`config.mk`:
```
export PLATFORM = sky130hd
export DESIGN_NAME = i2c_bus_frontend
export DESIGN_NICKNAME = d
export VERILOG_FILES = /design/src/rtl/i2c_bus_frontend_pkg.sv /design/src/rtl/i2c_line_filter.sv /design/src/rtl/i2c_bus_frontend.sv
export SDC_FILE = /design/constraint.sdc
export NUM_CORES = 1
export LEC_CHECK = 0
export CORE_MARGIN = 5
export CORE_UTILIZATION = 50
export DETAILED_ROUTE_END_ITERATION = 7
export PLACE_DENSITY = 0.69
export SLEW_MARGIN = 25
export SYNTH_ARGS = -nofsm -noshare
export SYNTH_HDL_FRONTEND = slang
export SYNTH_SLANG_ARGS = --single-unit
```
`constraint.sdc`:
```
create_clock -name clk_25 -period 2.68 [get_ports clk_25]
set_clock_uncertainty 0.05 [all_clocks]
set_input_delay 0.536 -clock clk_25 [delete_from_list [all_inputs] [get_ports clk_25]]
set_output_delay 0.536 -clock clk_25 [all_outputs]
set_load 0.05 [all_outputs]
```
`src/rtl/i2c_bus_frontend_pkg.sv`:
```
// rtl/i2c_bus_frontend_pkg.sv - shared I2C constants and bus-state type
package i2c_bus_frontend_pkg;

    localparam logic ACK       = 1'b0;
    localparam logic NACK      = 1'b1;
    localparam logic I2C_WRITE = 1'b0;
    localparam logic I2C_READ  = 1'b1;
    localparam logic LINE_IDLE = 1'b1;

    typedef enum logic {
        BUS_IDLE = 1'b0,
        BUS_BUSY = 1'b1
    } bus_state_t;

endpackage

```
`src/rtl/i2c_line_filter.sv`:
```
// rtl/i2c_line_filter.sv - per-line synchroniser, glitch filter and edge pulses
module i2c_line_filter
    import i2c_bus_frontend_pkg::*;
#(
    parameter int SYNC_STAGES = 2,
    parameter int FILT_LEN    = 4
) (
    input  logic clk_25,
    input  logic reset_n,
    input  logic pin,
    output logic filt,
    output logic front,
    output logic back
);

    localparam int CW = (FILT_LEN > 1) ? $clog2(FILT_LEN) : 1;

    logic [SYNC_STAGES-1:0] sync_q;
    logic [CW-1:0]          cnt;
    logic                   prev;
    logic                   sync;

    assign sync = sync_q[SYNC_STAGES-1];

    always_ff @(posedge clk_25 or negedge reset_n) begin
        if (!reset_n) begin
            sync_q <= {SYNC_STAGES{LINE_IDLE}};
            filt   <= LINE_IDLE;
            prev   <= LINE_IDLE;
            cnt    <= '0;
        end else begin
            sync_q <= {sync_q[SYNC_STAGES-2:0], pin};
            prev   <= filt;
            // A new level is only adopted after FILT_LEN consecutive differing samples
            if (sync == filt) begin
                cnt <= '0;
            end else if (cnt == CW'(FILT_LEN - 1)) begin
                filt <= sync;
                cnt  <= '0;
            end else begin
                cnt <= cnt + 1'b1;
            end
        end
    end

    assign front = filt & ~prev;
    assign back  = ~filt & prev;

endmodule

```
`src/rtl/i2c_bus_frontend.sv`:
```
// rtl/i2c_bus_frontend.sv - I2C pad conditioning: filtering, START/STOP, busy, SCL timeout
module i2c_bus_frontend
    import i2c_bus_frontend_pkg::*;
#(
    parameter int SYNC_STAGES = 2,
    parameter int FILT_LEN    = 4,
    parameter int TIMEOUT_CYC = 25000
) (
    input  logic clk_25,
    input  logic reset_n,
    input  logic sda_in,
    input  logic scl_in,
    input  logic slv_data_out,
    output logic mst_sda,
    output logic front_sda,
    output logic back_sda,
    output logic mst_scl,
    output logic front_scl,
    output logic back_scl,
    output logic start_det,
    output logic stop_det,
    output logic bus_busy,
    output logic bus_timeout,
    output logic sda_oe
);

    localparam int TW = $clog2(TIMEOUT_CYC) + 1;

    bus_state_t    state_q;
    bus_state_t    state_d;
    logic [TW-1:0] tcnt;
    logic          scl_edge;

    i2c_line_filter #(.SYNC_STAGES(SYNC_STAGES), .FILT_LEN(FILT_LEN)) u_sda_filter (
        .clk_25  (clk_25),
        .reset_n (reset_n),
        .pin     (sda_in),
        .filt    (mst_sda),
        .front   (front_sda),
        .back    (back_sda)
    );

    i2c_line_filter #(.SYNC_STAGES(SYNC_STAGES), .FILT_LEN(FILT_LEN)) u_scl_filter (
        .clk_25  (clk_25),
        .reset_n (reset_n),
        .pin     (scl_in),
        .filt    (mst_scl),
        .front   (front_scl),
        .back    (back_scl)
    );

    // A simultaneous SCL fall leaves mst_scl low, which masks the condition
    assign start_det = back_sda & mst_scl;
    assign stop_det  = front_sda & mst_scl;
    assign scl_edge  = front_scl | back_scl;
    assign bus_busy  = (state_q == BUS_BUSY);

    assign bus_timeout = bus_busy & ~mst_scl & ~scl_edge & (tcnt == TW'(TIMEOUT_CYC - 1));

    always_ff @(posedge clk_25 or negedge reset_n) begin
        if (!reset_n) begin
            state_q <= BUS_IDLE;
        end else begin
            state_q <= state_d;
        end
    end

    always_comb begin
        state_d = state_q;
        case (state_q)
            BUS_IDLE: if (start_det)              state_d = BUS_BUSY;
            BUS_BUSY: if (bus_timeout | stop_det) state_d = BUS_IDLE;
            default:                              state_d = BUS_IDLE;
        endcase
    end

    always_ff @(posedge clk_25 or negedge reset_n) begin
        if (!reset_n) begin
            tcnt <= '0;
        end else if (!bus_busy || scl_edge || bus_timeout) begin
            tcnt <= '0;
        end else if (!mst_scl) begin
            tcnt <= tcnt + 1'b1;
        end
    end

    always_ff @(posedge clk_25 or negedge reset_n) begin
        if (!reset_n) begin
            sda_oe <= 1'b0;
        end else begin
            sda_oe <= ~slv_data_out;
        end
    end

endmodule

```
==> results.tsv <==
metric	value	unit
status	complete, no violations	
CTS H-tree lvls	2	
remaining antenna violation count	0	
Max VDD drop	0.000781	V
initial DRC count	29	
initial core utilization	0.521	
Post-synth top cells	dfrtp_1 (22), nor2_1 (16), nand2_1 (9)	
final worst setup slack	0.103	ns
Lkg Pwr	0.729	nW
Port Buffer Count	15	
Max Freq	388	MHz
Die Width	63.4	um
Synth Area in XOR/XNOR	0.0923	
synth-to-layout area growth	17.3	%
largest net degree at the start of global routing	31	
Tcrit/Tclk final	0.962	
placed instance area	0.00159	mm2
first-pass GRT wire length	4220	um
Mapped Nets	139	
GR Util All Layers	0.135	
gpl congestion	0.841	
sequential power share	0.414	
worst min path class	register to register	
adder-cell share of the synthesized area	0.0439	
reg2reg end	tcnt[15]	
critical path's slowest cell	clkdlybuf4s50_1	
Worst-path clk slew	0.09	ns
Gate power share	0.364	
max_slew headroom	0.612	
final setup vio count	0	
power consumption	1.53	mW
design area	0.00167	mm2
simple-gate share of the synthesized area	0.245	
Post-synth top flop	dfrtp_1	
Fin. Hold Viols	0	
ANT cells	0	
Reg2Reg Launch Point	u_scl_filter.filt	
clk_lat worst skew	0.31	ns
FF+latch count, synth	30	
Clock Power Share	0.222	
CTS tree	yes	
Sink Count	30	
sw frac	0.381	
Synth Area in Compound Gates	0.0281	
DRT Pass-1 Iters	4	
row cnt	19	
synthesized area per cell	11.0	um2
vias in the first global route	933	
register area share after synthesis	0.534	
hold slack final	0.310	ns
detailed placement HPWL	1800	um
Slew Limit Fails	0	
unrepaired setup endpoints after global routing	no	
Yosys Warn Count	0	
met2 Resource Use GR	0.212	
Worst setup EP type	output pin	
Vias per Instance	5.39	
nets	157	
sw power	0.583	mW
Worst Setup Start Kind	register	
Area contributors post-synth	dfrtp_1 (39%), dfstp_2 (15%), xor2_1 (4.9%), ha_1 (4.4%), xnor2_1 (4.3%)	
met3 Resource Use GR	0.0462	
Post-CTS Resized	0	
dpl ws	0.395	ns
mux cell area share after synthesis	0.0149	
largest family of logic cells by synthesized area	simple AND/OR/NAND/NOR gates	
total gr overflow	0	
Wirelength per Cell	13.8	um
crit-path max cell delay	0.80	ns
M1 GR Usage	0.171	
layout cell share with drive strength beyond 1	0.128	
Synth Instances	129	
die footprint	0.00402	mm2
mapped cell area	0.00142	mm2
top cell type's share of synthesized area	0.387	
post-route setup TNS	0	ns
asr flop ratio synth	1.00	
critical-path cell list	ha_1 > clkdlybuf4s50_1	
post-synth top area cell	dfrtp_1	
overall routed net length	2470	um
R2R Setup Slk	0.73	ns
Post-synth EDFFs	0	
routed vias	964	
cell-internal power	0.949	mW
clk buf depth	2	
Crit Path Max Fanout	14	
Die Ht	63.4	um
top-count cell post-synth	dfrtp_1	
measured slew at the worst slew-check pin	0.580	ns
r2r worst-path depth	4	
family with the most delay on the worst path	buffers and inverters	
min-delay src	u_sda_filter.sync_q[0]	
Core Area	0.00273	mm2
CP arrival	1.99	ns
initial antenna violation count	0	
IO Count	16	
CTS Buf Count	5	
Remaining DRCs	0	
hold_buf cts	0	
max-cap violation count	0	
Power Dens Cells	917	mW/mm2
min cycle time layout	2.58	ns
CP Class	register to output pin	
Worst Hold End	u_sda_filter.sync_q[1]	
most used routing layer	met2	
# Post-CTS Setup Buffers	0	
Worst Path Buf+Inv	1	
Yosys cell types	32	
Hold Crit Depth	0	
Worst EP required	2.09	ns
Root Driver	clkbuf_4	
registers in the layout (all words and copies together), names as in the netlist:
name	count
bus_busy	1
sda_oe	1
tcnt	16
u_scl_filter.cnt	2
u_scl_filter.filt	1
u_scl_filter.prev	1
u_scl_filter.sync_q	2
u_sda_filter.cnt	2
u_sda_filter.filt	1
u_sda_filter.prev	1
u_sda_filter.sync_q	2
per-stage QoR:
stage / utilization / instances
after floorplan: - / 129
after global placement: 0.582 / 171
after detailed placement: 0.582 / 171
after CTS: 0.609 / 179
after global routing: 0.611 / 179
final: 0.611 / 179
power groups by stage:
stage	Clock (mW)	Sequential, mW	Combinational [mW]
finish	0.340	0.634	0.558
global route	0.379	0.652	0.604
CTS	0.352	0.637	0.572
detailed placement	0	0.645	0.571
global placement	0	0.633	0.559
floorplan	0	0.687	0.349
layout by cell type, fill, tap and decap left out, types with 2 or more instances in the layout:
master,n
clkdlybuf4s50_1,12
xnor2_1,7
dlymetal6s2s_1,2
o21ai_0,3
dfstp_2,8
and4b_1,2
clkbuf_4,5
and4_1,2
nor2b_1,6
nand2_1,9
nor3_1,3
a21oi_1,2
o31ai_1,2
nand4_1,7
clkbuf_1,2
dfrtp_1,22
or4_1,2
nor4b_1,2
nand3_1,3
ha_1,5
xor2_1,8
inv_1,5
nor2_1,16
worst max path at each step:
stage,start,endpoint,slack [ns],cells after the start
6_report,u_scl_filter.filt,front_scl,0.10,2
5_1_grt,u_scl_filter.filt,front_scl,0.03,2
4_1_cts,u_scl_filter.filt,back_scl,0.03,3
3_5_place_dp,u_scl_filter.filt,back_scl,0.39,3
3_3_place_gp,u_scl_filter.filt,stop_det,0.44,2
2_1_floorplan,u_scl_filter.filt,bus_timeout,0.07,5
cell families (layout without fill, tap and decap cells):
logic type / after synthesis / in the layout
AND/OR/NAND/NOR: 60 / 60
flip-flops: 30 / 30
XOR/XNOR: 15 / 15
buffers and inverters: 10 / 29
AO/OA/AOI/OAI: 7 / 7
adder cells (fa/ha/maj): 5 / 5
multiplexers: 2 / 2
area by class of cell:
type,count,area [um2]
Sequential cell,30,761
Fill cell,226,1060
Multi-Input combinational cell,89,604
Inverter,5,18.8
Clock inverter,1,30.0
Timing Repair Buffer,16,173
Tap cell,31,38.8
Clock buffer,7,45.0
per-layer routing:
| layer | part of all wire | vias up |
|---|---|---|
| li1 | - | 481 |
| met1 | 0.45 | 465 |
| met2 | 0.50 | 14 |
| met3 | 0.036 | 4 |
| met4 | 0.0097 | 0 |
| met5 | 0 | - |
Power figures use the tool's default switching activity.
